**config.mk**
```make
export PLATFORM = sky130hd
export DESIGN_NAME = dedup_stream_arbiter
export DESIGN_NICKNAME = d
export VERILOG_FILES = /design/src/rtl/dedup_stream_arbiter.sv
export SDC_FILE = /design/constraint.sdc
export NUM_CORES = 1
export LEC_CHECK = 0
export BUFFER_PORTS_ARGS = -buffer_cell sky130_fd_sc_hd__buf_2
export CAP_MARGIN = 20
export CELL_PAD_IN_SITES_DETAIL_PLACEMENT = 0
export CELL_PAD_IN_SITES_GLOBAL_PLACEMENT = 1
export CORE_AREA = 2 2 761 763
export CTS_BUF_LIST = sky130_fd_sc_hd__clkbuf_16
export DETAILED_ROUTE_END_ITERATION = 8
export DIE_AREA = 0 0 763 765
export PLACE_DENSITY_LB_ADDON = 0.1
export SYNTH_ARGS = -nofsm -noshare
export SYNTH_HDL_FRONTEND = slang
export SYNTH_SLANG_ARGS = --single-unit
```
**constraint.sdc**
```tcl
create_clock -name clk -period 3.1 [get_ports clk]
set_clock_uncertainty 0.05 [all_clocks]
set_input_delay 0.62 -clock clk [delete_from_list [all_inputs] [get_ports clk]]
set_output_delay 0.62 -clock clk [all_outputs]
set_load 0.1 [all_outputs]
```
**src/rtl/dedup_stream_arbiter.sv**
```systemverilog
`default_nettype none
// ============================================================================
// dedup_stream_arbiter: frame-granular round-robin sharing of one dedup
// pipeline, with an in-order ownership FIFO that steers results back.
// Revision: 1.0
// ============================================================================
module dedup_stream_arbiter #(
    parameter int NUM_REQ      = 4,
    parameter int NUM_ELEMENTS = 8,
    parameter int DATA_W       = 32,
    parameter int MAX_FRAMES   = 4,
    parameter int TAG_W        = 1 + $clog2(NUM_ELEMENTS)
) (
    input  logic                                   clk,
    input  logic                                   rst_n,
    input  logic [NUM_REQ-1:0]                     req_valid,
    output logic [NUM_REQ-1:0]                     req_ready,
    input  logic [NUM_REQ*NUM_ELEMENTS*DATA_W-1:0] req_data,
    input  logic [NUM_REQ*NUM_ELEMENTS-1:0]        req_keep,
    input  logic [NUM_REQ-1:0]                     req_last,
    output logic                                   pipe_in_valid,
    input  logic                                   pipe_in_ready,
    output logic                                   pipe_in_last,
    output logic [NUM_ELEMENTS*DATA_W-1:0]         pipe_in_data,
    output logic [NUM_ELEMENTS-1:0]                pipe_in_keep,
    output logic [NUM_ELEMENTS*TAG_W-1:0]          pipe_in_tag,
    input  logic                                   pipe_out_valid,
    output logic                                   pipe_out_ready,
    input  logic                                   pipe_out_last,
    input  logic [NUM_ELEMENTS*DATA_W-1:0]         pipe_out_data,
    input  logic [NUM_ELEMENTS-1:0]                pipe_out_keep,
    input  logic [NUM_ELEMENTS*TAG_W-1:0]          pipe_out_tag,
    output logic [NUM_REQ-1:0]                     rsp_valid,
    input  logic [NUM_REQ-1:0]                     rsp_ready,
    output logic [NUM_ELEMENTS*DATA_W-1:0]         rsp_data,
    output logic [NUM_ELEMENTS-1:0]                rsp_keep,
    output logic [NUM_ELEMENTS*TAG_W-1:0]          rsp_tag,
    output logic                                   rsp_last,
    output logic [$clog2(MAX_FRAMES):0]            frames_inflight,
    output logic                                   busy,
    output logic                                   err_orphan
);

    localparam int c_beat_w = NUM_ELEMENTS * DATA_W;
    localparam int c_req_w  = (NUM_REQ > 1) ? $clog2(NUM_REQ) : 1;
    localparam int c_ptr_w  = (MAX_FRAMES > 1) ? $clog2(MAX_FRAMES) : 1;
    localparam int c_cnt_w  = $clog2(MAX_FRAMES) + 1;

    typedef enum logic [0:0] {
        IDLE   = 1'b0,
        LOCKED = 1'b1
    } state_t;

    state_t               r_state;
    state_t               w_state_nxt;
    logic [c_req_w-1:0]   r_grant;
    logic [c_req_w-1:0]   r_rr;
    logic [c_req_w-1:0]   w_pick;
    logic [c_req_w-1:0]   w_cand;
    logic                 w_found;
    logic [c_req_w-1:0]   r_fifo [MAX_FRAMES];
    logic [c_ptr_w-1:0]   r_wr_ptr;
    logic [c_ptr_w-1:0]   r_rd_ptr;
    logic [c_cnt_w-1:0]   r_count;
    logic                 r_err_orphan;
    logic                 w_full;
    logic                 w_empty;
    logic                 w_push;
    logic                 w_pop;
    logic [c_req_w-1:0]   w_head;

    // Round-robin search starts one past the last requester that finished a frame.
    always_comb begin
        w_found = 1'b0;
        w_pick  = '0;
        w_cand  = '0;
        for (int k = 1; k <= NUM_REQ; k++) begin
            w_cand = c_req_w'((int'(r_rr) + k) % NUM_REQ);
            if (!w_found && req_valid[w_cand]) begin
                w_found = 1'b1;
                w_pick  = w_cand;
            end
        end
    end

    assign w_full  = (r_count == c_cnt_w'(MAX_FRAMES));
    assign w_empty = (r_count == '0);
    assign w_push  = (r_state == IDLE) && w_found && !w_full;
    assign w_head  = r_fifo[r_rd_ptr];
    assign w_pop   = pipe_out_valid && pipe_out_ready && pipe_out_last;

    always_ff @(posedge clk or negedge rst_n) begin
        if (!rst_n) begin
            r_state <= IDLE;
        end else begin
            r_state <= w_state_nxt;
        end
    end

    always_comb begin
        w_state_nxt   = r_state;
        req_ready     = '0;
        pipe_in_valid = 1'b0;
        pipe_in_last  = 1'b0;
        pipe_in_data  = '0;
        pipe_in_keep  = '0;
        case (r_state)
            IDLE: begin
                if (w_push) begin
                    w_state_nxt = LOCKED;
                end
            end
            LOCKED: begin
                pipe_in_valid      = req_valid[r_grant];
                pipe_in_last       = req_last[r_grant];
                pipe_in_data       = req_data[int'(r_grant)*c_beat_w +: c_beat_w];
                pipe_in_keep       = req_keep[int'(r_grant)*NUM_ELEMENTS +: NUM_ELEMENTS];
                req_ready[r_grant] = pipe_in_ready;
                if (pipe_in_valid && pipe_in_ready && pipe_in_last) begin
                    w_state_nxt = IDLE;
                end
            end
            default: w_state_nxt = IDLE;
        endcase
    end

    always_ff @(posedge clk or negedge rst_n) begin
        if (!rst_n) begin
            r_grant      <= '0;
            r_rr         <= '0;
            r_wr_ptr     <= '0;
            r_rd_ptr     <= '0;
            r_count      <= '0;
            r_err_orphan <= 1'b0;
        end else begin
            if (w_push) begin
                r_grant  <= w_pick;
                r_wr_ptr <= r_wr_ptr + c_ptr_w'(1);
            end
            if ((r_state == LOCKED) && pipe_in_valid && pipe_in_ready && pipe_in_last) begin
                r_rr <= r_grant;
            end
            if (w_pop) begin
                r_rd_ptr <= r_rd_ptr + c_ptr_w'(1);
            end
            case ({w_push, w_pop})
                2'b10:   r_count <= r_count + c_cnt_w'(1);
                2'b01:   r_count <= r_count - c_cnt_w'(1);
                default: r_count <= r_count;
            endcase
            if (w_empty && pipe_out_valid) begin
                r_err_orphan <= 1'b1;
            end
        end
    end

    // Ownership storage needs no reset: entries are only read while the count is non-zero.
    always_ff @(posedge clk) begin
        if (w_push) begin
            r_fifo[r_wr_ptr] <= w_pick;
        end
    end

    always_comb begin
        rsp_valid      = '0;
        pipe_out_ready = 1'b0;
        if (!w_empty) begin
            rsp_valid[w_head] = pipe_out_valid;
            pipe_out_ready    = rsp_ready[w_head];
        end
    end

    assign pipe_in_tag     = '0;
    assign rsp_data        = pipe_out_data;
    assign rsp_keep        = pipe_out_keep;
    assign rsp_tag         = pipe_out_tag;
    assign rsp_last        = pipe_out_last;
    assign frames_inflight = r_count;
    assign busy            = (r_state == LOCKED) || !w_empty;
    assign err_orphan      = r_err_orphan;

endmodule
`default_nettype wire

```
* Yosys cells after proc, flatten, opt, wreduce, memory -nomap -nowiden *
Memory sizes are Yosys's and may differ from the RTL's.
Index checks and enable logic that the tools add are counted.
Widths: inputs -> output; s select.

word-level totals
  bits in writable memories = 8
  word-level logic and storage cells = 93
  memories = 1
  register bits after elaboration = 13
  input port bits = 1,369

memory list
  memory  depth  width  rd ports  clocked after Yosys merged registers in  wr ports  RTL line  text
  r_fifo  4      2      1         0                                        1         61        logic [c_req_w-1:0] r_fifo [MAX_FRAMES];

cells by class
  magnitude comparators = 8
  bitwise gates (word level) = 3
  eq/ne operators = 3
  $add $sub $neg = 8
  reduce and logical (&&, ||, !) cells = 23
  muxes and demuxes = 38
  shift operators = 2

operators with widths
  operator              number
  $shiftx 1024x11->256  1
  $mux 256              1
  $shiftx 32x6->8       1
  $mux 1                19
  $lt 2x3->1 const B    6
  $logic_and 1x1->1     15
  $bmux 1 s2            7
  $add 2x1->2 const B   4
  $and 4x4->4           2
  $mux 2                4
  $mux 4                2
  $mux 8                1
  $pmux 3 s2            1
  $logic_not 1->1       5
  $add 2x2->2 const B   2
  $demux 1 s2           2
  $ge 2x1->1 const B    2
  $add 3x1->3 const B   1
  $eq 3x3->1 const B    1
  $logic_not 3->1       1
  $sub 3x1->3 const B   1
  $eq 2x1->1 const B    1
  $eq 2x2->1 const B    1
  $pmux 1 s2            1
  3 further kinds       3

* Depth between registers and ports, before layout *
Gate-level depths: netlist of run 1.

  depth in word-level cells = 17
  depth in mapped cells = 10

* Least setup slack after synthesis of run 1 *
No wires, ideal clock.

  path kind = flip-flop to output port
  start point = reg r_count[0] (netlist: frames_inflight[0])
  end point = out rsp_valid[0]
  slack = -1.208 ns
  arrival time = 3.638 ns
  cell stages (with the launch flop) = 4
  cells stage by stage = dfrtp_1 > nor3_1 > nor2b_1 > nor3b_1

on the way
  cells in the longest elaborated chain, start to end = 2

ends and longest elaborated chain
  item                      RTL line  text
  start: declaration        64        logic [c_cnt_w-1:0] r_count;
  start signal: assignment  147       2'b10: r_count <= r_count + c_cnt_w'(1);
  start signal: assignment  148       2'b01: r_count <= r_count - c_cnt_w'(1);
  start signal: assignment  149       default: r_count <= r_count;
  $logic_not 3->1           87        assign w_empty = (r_count == '0);
  $mux 4                    167       if (!w_empty) begin
  end: declaration          33        output logic [NUM_REQ-1:0] rsp_valid,

No other way between the ends.

* Final worst setup path of run 1 *
  start point = reg r_grant[0]
  end point = out pipe_in_data[90]

on the way
  cells in the longest elaborated chain, start to end = 2

ends and longest elaborated chain
  item                      RTL line  text
  start: declaration        56        logic [c_req_w-1:0] r_grant;
  start signal: assignment  137       r_grant <= w_pick;
  $shiftx 1024x11->256      116       pipe_in_data = req_data[int'(r_grant)*c_beat_w +: c_beat_w];
  $mux 256                  107       case (r_state)
  end: declaration          24        output logic [NUM_ELEMENTS*DATA_W-1:0] pipe_in_data,

No other way between the ends.

==> results of run 1 <==
cell families (layout without fill, tap and decap cells):
kind of cell | after synthesis | in the layout
AO/OA/AOI/OAI | 11 | 11
XOR/XNOR | 6 | 6
adder cells (fa/ha/maj) | 6 | 6
buffers and inverters | 428 | 1457
flip-flops | 21 | 21
multiplexers | 274 | 274
other | 1 | 128
AND/OR/NAND/NOR | 304 | 304
power by group through the flow:
stage                     clock, mW  combinational (mW)  sequential (mW)
final                         0.334                33.3            0.535
after global routing          0.369                34.5            0.555
after CTS                     0.359                33.5            0.541
after detailed placement          0                31.8            0.568
after global placement            0                32.0            0.565
after floorplan                   0                24.1            0.672
per-layer routing:
metal	routed length, um	vias to the layer above
met1	104400	7508
met2	150300	2157
met4	16180	310
li1	-	5810
met5	2826	-
met3	78730	940
sequential cells by signal, summed over array words and instances, names as in the netlist:
name / count
r_wr_ptr: 2
r_grant: 2
r_state: 1
frames_inflight: 3
r_rr: 2
r_fifo: 8
r_rd_ptr: 2
err_orphan: 1
final cells by class:
cell class                 count  share of cell area
multi-input combinational    633              0.2999
sequential                    21             0.02063
inverter                       8            0.001074
tap                         7587              0.3395
timing repair buffer        1445              0.3275
antenna                       96            0.008591
clock buffer                   3            0.002685
clock inverter                 1           0.0001790
through the flow:
stage	setup WS [ps]	std cells	util	total power, mW	TNS (ps)
after global routing	-61.95	9726	0.04828	35.40	-877.6
after global placement	27.87	9678	0.04607	32.60	0
after floorplan	-241.6	1082	-	24.80	-241.6
after CTS	-77.64	9694	0.04759	34.39	-812.6
after detailed placement	111.1	9678	0.04607	32.41	0
final	9.234	9794	0.04858	34.17	0
worst max-delay path by stage:
stage / end / slack, ps
after floorplan: rsp_valid[0] / -240
after global placement: frames_inflight[2] / 30
after detailed placement: pipe_in_data[77] / 110
after CTS: pipe_in_data[160] / -80
after global routing: pipe_in_data[90] / -60
final: pipe_in_data[90] / 9
Yosys cell counts (all sizes together):
master / n / area (sq um)
dfrtp: 13 / 325.3
edfxtp: 8 / 240.2
buf: 369 / 2659
nor2: 10 / 40.04
xor2: 4 / 35.03
nor4: 1 / 6.260
nor3: 4 / 20.02
a21boi: 1 / 7.510
inv: 8 / 30.03
nand2b: 2 / 12.51
fa: 1 / 20.02
nor2b: 1 / 6.260
and2: 271 / 1695
o21ai: 3 / 15.01
ha: 5 / 62.56
mux2: 2 / 26.27
a221oi: 1 / 8.760
nand2: 10 / 37.54
a21oi: 3 / 15.01
a31oi: 1 / 6.260
and3: 1 / 7.510
clkbuf: 51 / 191.4
nor3b: 2 / 20.02
xnor2: 2 / 17.52
mux2i: 4 / 40.04
conb: 1 / 3.750
nand3: 2 / 10.01
a21o: 1 / 7.510
mux4: 268 / 6036
a311oi: 1 / 8.760
critical path, cell delays in order, from the launching register on:
cell,delay [ps]
dfrtp_4,490
buf_12,160
buf_16,150
buf_16,220
buf_4,140
mux4_2,420
and2_1,240
buf_6,210
repair_timing:
| item | in CTS | in global routing |
|---|---|---|
| setup buffers | 8 | 2 |
| setup endpoints to repair | 122 | 107 |
| gates cloned | 4 | 2 |
| pin swaps | 1 | 0 |
| resized for setup | 197 | 106 |
==> summary.txt, run 1 <==
Worst setup path
  – Setup Crit Path Kind: reg2out
  – Critical R2R Launch: r_rd_ptr[0]
  – Flop-to-flop setup slack: 280 ps
  – Worst R2R End: frames_inflight[2]
  – Worst r2r path cells: 10
  – CP Launch Type: register
  – WP data arrival: 2420 ps
  – Crit path capture type: output pin
  – Max Fanout on Critical Path: 9
  – Critical path origin: r_grant[0]
  – Crit path required time: 2430 ps

Power and ir drop
  – Static Leak: 9.514 nW
  – Sw Ratio: 0.7113
  – Pwr dens: 1222 nW/um^2
  – Comb pwr share: 0.975
  – Peak VDD IR: 0.8388 mV
  – Seq pwr share: 0.016
  – Psw: 24.31 mW
  – Internal cell power: 9.868 mW
  – Clk network pwr share: 0.010

Logic synthesis
  – Syn Std Cell Area: 11610 sq um
  – Largest family of logic cells by synthesized area: multiplexers
  – Post-synthesis mux area share: 0.5255
  – Syn avg cell area: 11.05 sq um
  – Post-synthesis compound-gate area fraction: 0.005927
  – Post-synthesis sequential area ratio: 0.04871
  – Register bit total from synthesis: 21
  – Synth Area in Adders: 0.007112
  – Yosys warning count: 0
  – XOR/XNOR Fraction of Synth Area: 0.004526
  – Library cells used by synthesis: 35
  – Post-Synthesis Cells: 1051
  – Post-synthesis simple-gate area fraction: 0.1598

GRT
  – Grt met3 use: 0.1174
  – Initial antenna violation count: 481
  – Global route total overflow: 0
  – Busiest grt layer: met2
  – Largest net degree at the start of global routing: 60
  – Number of global-route vias before repair: 16370
  – All-Layer GR Usage: 0.1150
  – First-pass GRT wire length: 389700 um
  – Met1 usage: 0.1016
  – M2 GR Usage: 0.1774

Status
  – Status: finished clean

Final layout
  – Area growth syn-to-layout: 140.8%
  – Commonest non-fill, non-tap cell in the layout: buf_2
  – # fillers: 68270
  – Nets: 3487
  – Layout cells sized above 1: 0.8347
  – Multi-input gate area: 8386 sq um
  – Most frequent cells in the layout: buf_2, mux4_2, and2_1
  – Register area: 576.8 sq um
  – Final instance area: 27960 sq um

CTS
  – Max H-tree Level: 1
  – Num CTS Buffers: 3
  – CTS Buffer Depth: 2
  – Clock-pin slew on the worst setup and hold paths: 80 ps
  – CTS tree: built
  – Clk sinks: 21
  – CTS root buf: clkbuf_16
  – Worst skew pair latency: 280 ps
  – Hold buffers post-CTS: 0

Floorplanning
  – Die width: 763 um
  – Core area: 575600 sq um
  – Die area: 583700 sq um
  – Top-Level Pins: 1978
  – Initial Utilization: 0.02017
  – Chip Height: 765 um
  – Row cnt: 279

Routing
  – WL final: 352500 um
  – Drt via density: 1.708
  – DRT Pass-1 Iters: 4
  – Via count: 16730
  – Final antenna-violating net count: 0
  – Routed len/inst: 35.99 um
  – DRT iter0 DRCs: 828
  – DRC viols: 0

Min path
  – Worst Hold Class: in2async

Timing
  – Period Utilization, post-route: 0.9970
  – Pins Over Slew Limit: 0
  – Final setup viols: 0
  – Worst slew pin tran: 684.6 ps
  – Max transition margin: 0.5467
  – Minimum clock period after layout: 3091 ps
  – Final Hold Fails: 0
  – RSZ-0062 raised after global routing: yes
  – Minimum hold slack: 262.4 ps
  – FMAX: 323.5 MHz

Placement
  – HPWL Detailed: 335900 um
  – Placed Area: 26520 sq um
  – Port bufs: 1353
  – Placer Congestion: 0.8322

Job
  – Max Cap Viol: 0
Note: power is estimated with default switching activity, not from simulation.
==> inputs of run 2 (changes only) <==
--- a/config.mk
+++ b/config.mk
@@ -5,7 +5,7 @@
 export SDC_FILE = /design/constraint.sdc
 export NUM_CORES = 1
 export LEC_CHECK = 0
-export BUFFER_PORTS_ARGS = -buffer_cell sky130_fd_sc_hd__buf_2
+export BUFFER_PORTS_ARGS = -buffer_cell sky130_fd_sc_hd__buf_4
 export CAP_MARGIN = 20
 export CELL_PAD_IN_SITES_DETAIL_PLACEMENT = 0
 export CELL_PAD_IN_SITES_GLOBAL_PLACEMENT = 1
==> run 2 against run 1 <==
Effect of this change: the run now ends with negative setup slack left; cell count fell by 0.58%; sequential power rose by 7.5%; via count fell by 3.0%; sequential share of layout area fell by 0.14 points; register-to-register slack got worse by 50 ps; setup slack got worse by 21 ps; clock-buffer cell count did not move; global-route usage barely moved; critical path depth fell by 2; largest cell class is now non-clock buffers; highest routed layer unchanged.
==> summary.txt, run 2 (synthesis results as in run 1) <==
Timing
  – Period Utilization, post-route: 1.004
  – Minimum clock period after layout: 3112 ps
  – Max transition margin: 0.5404
  – Final setup margin: -12.16 ps
  – Minimum hold slack: 183.5 ps
  – Worst slew pin tran: 684.2 ps
  – Final Hold Fails: 0
  – Pins Over Slew Limit: 0
  – FMAX: 321.3 MHz
  – RSZ-0062 raised after global routing: yes
  – Final setup viols: 5

Power and ir drop
  – Sw Ratio: 0.7183
  – Internal cell power: 9.505 mW
  – Comb pwr share: 0.974
  – Static Leak: 10.20 nW
  – Peak VDD IR: 0.8344 mV
  – Seq pwr share: 0.017
  – Pwr dens: 1125 nW/um^2
  – Overall Power: 33.74 mW
  – Psw: 24.24 mW
  – Clk network pwr share: 0.009

GRT
  – Global route total overflow: 0
  – Initial antenna violation count: 384
  – All-Layer GR Usage: 0.1149
  – Largest net degree at the start of global routing: 52
  – First-pass GRT wire length: 390200 um
  – Number of global-route vias before repair: 16560

Worst setup path
  – Crit path required time: 2430 ps
  – Max Fanout on Critical Path: 15
  – Setup Crit Path Kind: reg2out
  – WP data arrival: 2440 ps
  – CP Launch Type: register
  – Crit path capture type: output pin

Floorplanning
  – Initial Utilization: 0.02017
  – Row cnt: 279
  – Die area: 583700 sq um
  – Chip Height: 765 um
  – Core area: 575600 sq um
  – Top-Level Pins: 1978
  – Die width: 763 um

CTS
  – CTS root buf: clkbuf_16
  – CTS tree: built
  – Num CTS Buffers: 3
  – Max H-tree Level: 1
  – Clk sinks: 21
  – Worst skew pair latency: 270 ps
  – CTS Buffer Depth: 2
  – Clock-pin slew on the worst setup and hold paths: 70 ps

Routing
  – DRT iter0 DRCs: 795
  – Final antenna-violating net count: 0
  – Routed len/inst: 36.15 um
  – DRC viols: 0
  – WL final: 352000 um
  – Drt via density: 1.665
  – Via count: 16220
  – DRT Pass-1 Iters: 5

Final layout
  – Nets: 3487
  – Layout cells sized above 1: 0.8224
  – # fillers: 68010
  – Most frequent cells in the layout: buf_4, mux4_2, and2_1
  – Post-layout utilization of the core: 0.05210
  – Most flops, register: r_fifo
  – Area growth syn-to-layout: 158.3%
  – Commonest non-fill, non-tap cell in the layout: buf_4
  – Final cell count without fillers: 9737
  – Max reg flops: 8

Job
  – Max Cap Viol: 0

Placement
  – Placer Congestion: 0.8307
  – Port bufs: 1353
  – Placed insts: 9681
  – HPWL Detailed: 336800 um

Status
  – Status: finished with violations
  – Failing checks: negative setup slack

Min path
  – Worst Hold Class: in2async
==> run 2: changes by cell type in the layout (fill, tap and decap cells not counted), moves of 6 or more <==
cell | before | now
and2_1 | 241 | 267
and2_4 | 28 | 4
buf_12 | 58 | 20
buf_2 | 1171 | 0
buf_4 | 132 | 1386
buf_6 | 45 | 29
buf_8 | 8 | 2
clkbuf_4 | 17 | 0
diode_2 | 96 | 39
==> run 2: worst max-delay path, stage by stage (launching register included) <==
cell and delay, ps:
dfrtp_4 520, buf_16 170, buf_16 290, mux4_2 560, and2_1 230, buf_6 180
==> run 2: final cells by class <==
cell class / count / area (sq um) / area share
repair buffers: 1445 / 11380 / 0.3795
well taps: 7587 / 9493 / 0.3165
multi-input cells: 633 / 8328 / 0.2777
flip-flops and latches: 21 / 576.8 / 0.01923
diodes: 39 / 97.59 / 0.003254
clock buffers: 3 / 75.07 / 0.002503
inverters: 8 / 30.03 / 0.001001
clock inverters: 1 / 7.507 / 0.0002503
==> run 2: repair_timing <==
action,CTS,global route
gates cloned,1,0
hold buffers,0,0
resized for setup,32,18
endpoints found under the setup margin,59,17
buffers inserted,11,1
pin swaps,0,1
==> run 2: metal layers <==
metal / up-vias / share of wire / GRT usage / routed length [um]
met5: - / 0.0056 / 0.006333 / 1979
met4: 230 / 0.040 / 0.03245 / 14010
met3: 701 / 0.20 / 0.1073 / 71490
met2: 1966 / 0.43 / 0.1784 / 151800
met1: 7579 / 0.32 / 0.1084 / 112700
li1: 5739 / - / - / -
==> run 2: through the flow <==
stage                     instance area [sq um]  setup TNS [ps]  setup slack (ps)
after floorplan                           11760          -241.6            -241.6
after global placement                    29480               0             10.84
after detailed placement                  29480               0             114.1
after CTS                                 29810          -243.4            -53.34
after global routing                      29910          -66.36            -22.23
final                                     29990          -26.84            -12.16
==> run 2: worst paths after layout <==
kind,slack (ps),depth (start not counted),start,to
setup reg to reg,230,10,r_rd_ptr[0],frames_inflight[2]
max in group asynchronous,2560,1,rst_n,r_grant[1]
setup / recovery,-10,5,r_grant[0],pipe_in_data[90]
hold / removal,180,1,rst_n,r_grant[0]
min in group clk,480,1,err_orphan,err_orphan
hold reg to reg,480,1,err_orphan,err_orphan
==> run 2: power groups by stage <==
| stage | sequential [mW] | combinational [mW] | clock, mW |
|---|---|---|---|
| floorplan | 0.672 | 24.1 | 0 |
| global placement | 0.600 | 33.2 | 0 |
| detailed placement | 0.601 | 33.0 | 0 |
| CTS | 0.585 | 33.4 | 0.337 |
| global route | 0.599 | 33.9 | 0.346 |
| finish | 0.575 | 32.9 | 0.313 |
==> inputs of run 3 (changes only) <==
--- a/config.mk
+++ b/config.mk
@@ -13,6 +13,7 @@
 export CTS_BUF_LIST = sky130_fd_sc_hd__clkbuf_16
 export DETAILED_ROUTE_END_ITERATION = 8
 export DIE_AREA = 0 0 763 765
+export GPL_ROUTABILITY_DRIVEN = 0
 export PLACE_DENSITY_LB_ADDON = 0.1
 export SYNTH_ARGS = -nofsm -noshare
 export SYNTH_HDL_FRONTEND = slang
==> constraint.sdc (replaced) <==
create_clock -name clk -period 3.1 [get_ports clk]
set_clock_uncertainty 0.05 [all_clocks]
set_input_delay 0.155 -clock clk [delete_from_list [all_inputs] [get_ports clk]]
set_output_delay 0.155 -clock clk [all_outputs]
set_load 0.1 [all_outputs]
==> run 3 against run 2 <==
Effect of this change: the run now ends clean; die area did not move; hold slack got worse by 100 ps; sequential power fell by 3%; flip-flop and latch count did not move; largest power group unchanged.
==> summary.txt, run 3 (synthesis results as in run 1) <==
CTS
  – CTS Buffer Depth: 2
  – Clk sinks: 21
  – CTS tree: built
  – Max H-tree Level: 1
  – CTS root buf: clkbuf_16
  – Clock-pin slew on the worst setup and hold paths: 70 ps
  – Worst skew pair latency: 260 ps
  – Postcts setup bufs: 0
  – Hold buffers post-CTS: 1
  – Post-cts sizing count: 0
  – Num CTS Buffers: 3

Status
  – Status: finished clean

Placement
  – HPWL Detailed: 344200 um
  – Placed Area: 29170 sq um
  – Port bufs: 1353

Power and ir drop
  – Static Leak: 9.896 nW
  – Pwr dens: 1117 nW/um^2
  – Peak VDD IR: 0.6930 mV

Timing
  – FMAX: 345.0 MHz
  – Period Utilization, post-route: 0.9351
  – Minimum clock period after layout: 2899 ps
  – Max transition margin: 0.4667
  – Final setup viols: 0
  – RSZ-0062 raised after global routing: no
  – Pins Over Slew Limit: 0
  – Worst slew pin tran: 800.0 ps
  – Final Hold Fails: 0
  – TNS Setup: 0 ps

Floorplanning
  – Top-Level Pins: 1978
  – Die area: 583700 sq um
  – Row cnt: 279
  – Initial Utilization: 0.02017
  – Die width: 763 um
  – Core area: 575600 sq um
  – Chip Height: 765 um

Routing
  – DRT iter0 DRCs: 737
  – DRC viols: 0
  – Drt via density: 1.645
  – Via count: 15980
  – DR WL met2: 154400 um
  – Routed len/inst: 37.10 um
  – Final antenna-violating net count: 0
  – Met1 WL: 115000 um
  – WL final: 360300 um
  – Highest routing layer actually used: met5
  – Met3 WL post-DR: 74570 um
  – DRT Pass-1 Iters: 5

Final layout
  – Most frequent cells in the layout: buf_4, and2_1, mux4_2
  – Commonest non-fill, non-tap cell in the layout: buf_4
  – Post-layout utilization of the core: 0.05106
  – Final instance area: 29390 sq um
  – Most flops, register: r_fifo
  – Nets: 3450
  – Max reg flops: 8
  – Layout cells sized above 1: 0.8149
  – Area growth syn-to-layout: 153.1%
  – # fillers: 67960

Min path
  – Hold_sp: pipe_out_valid
  – Worst Hold Class: in2reg
  – Worst hold path depth: 2
  – Hold EP: err_orphan

GRT
  – First-pass GRT wire length: 399100 um
  – Global route total overflow: 0
  – Number of global-route vias before repair: 16260
  – Largest net degree at the start of global routing: 90
  – All-Layer GR Usage: 0.1179
  – Initial antenna violation count: 425

Worst setup path
  – Max Fanout on Critical Path: 4
  – Buf+Inv Stages, Crit Path: 1
  – Worst R2R End: frames_inflight[2]
  – Crit path largest cell delay: 590 ps
  – Crit path capture type: register
  – CP Launch Type: register
  – Crit-path leading delay family: multiplexers
  – Setup Crit Path Kind: reg2reg
  – Critical R2R Launch: r_rd_ptr[0]
  – Crit path required time: 3240 ps
  – Worst path slowest cell: mux4_2
  – WP data arrival: 3040 ps
  – Worst r2r path cells: 10
  – Flop-to-flop setup slack: 200 ps
  – Crit path cell chain: mux4_2 > mux2i_1 > mux2_4 > nor2_2 > ha_1 > inv_1 > fa_1 > xor2_1 > nor2_1 > xor2_1
  – Critical Path Most Common Cell: xor2_1

Job
  – Max Cap Viol: 0
-- run 3: cell count changes in the layout (fill, tap and decap cells not counted), moves of 4 or more --
| cell | previous run | this run |
|---|---|---|
| buf_4 | 1386 | 1390 |
| buf_6 | 29 | 0 |
| nor2_1 | 5 | 9 |
| and2_1 | 267 | 271 |
| buf_16 | 8 | 0 |
| diode_2 | 39 | 51 |
| and2_4 | 4 | 0 |
-- run 3: layout make-up --
type / instances / area (sq um) / area share
inverter: 8 / 30.03 / 0.001022
tap: 7587 / 9493 / 0.3230
antenna: 51 / 127.6 / 0.004342
clock inverter: 1 / 5.005 / 0.0001703
sequential: 21 / 576.8 / 0.01963
multi-input combinational: 633 / 8297 / 0.2823
timing repair buffer: 1408 / 10790 / 0.3670
clock buffer: 3 / 75.07 / 0.002554
-- run 3: power by group --
group	switching, mW	internal [mW]
clock	0.120	0.174
sequential	0.136	0.422
combinational	23.8	8.22
-- run 3: how the worst max path moves through the flow --
| stage | from | to | slack (ps) | cells past startpoint |
|---|---|---|---|---|
| final | r_rd_ptr[0] | frames_inflight[2] | 200 | 10 |
| after global routing | r_rd_ptr[0] | frames_inflight[2] | 20 | 10 |
| after CTS | r_rd_ptr[0] | frames_inflight[2] | 140 | 10 |
| after detailed placement | r_rd_ptr[0] | frames_inflight[2] | 190 | 10 |
| after global placement | r_rd_ptr[0] | frames_inflight[2] | 60 | 10 |
| after floorplan | frames_inflight[0] | rsp_valid[1] | 180 | 4 |
-- run 3: layer usage --
metal / vias up / track usage
met3: 781 / 0.1091
met4: 238 / 0.03233
met2: 1987 / 0.1826
li1: 5678 / -
met5: - / 0.004709
met1: 7293 / 0.1128
-- run 3: metrics by stage --
step / setup slack, ps / total power [mW] / cells / hold WS [ps]
final: 201.3 / 32.83 / 9712 / 81.62
after global placement: 59.05 / 33.31 / 9656 / 4.347
after global routing: 22.69 / 33.96 / 9674 / 92.54
after detailed placement: 185.3 / 33.16 / 9656 / 4.230
after CTS: 143.0 / 33.56 / 9661 / 80.30
after floorplan: 180.7 / 24.78 / 1082 / -190.6
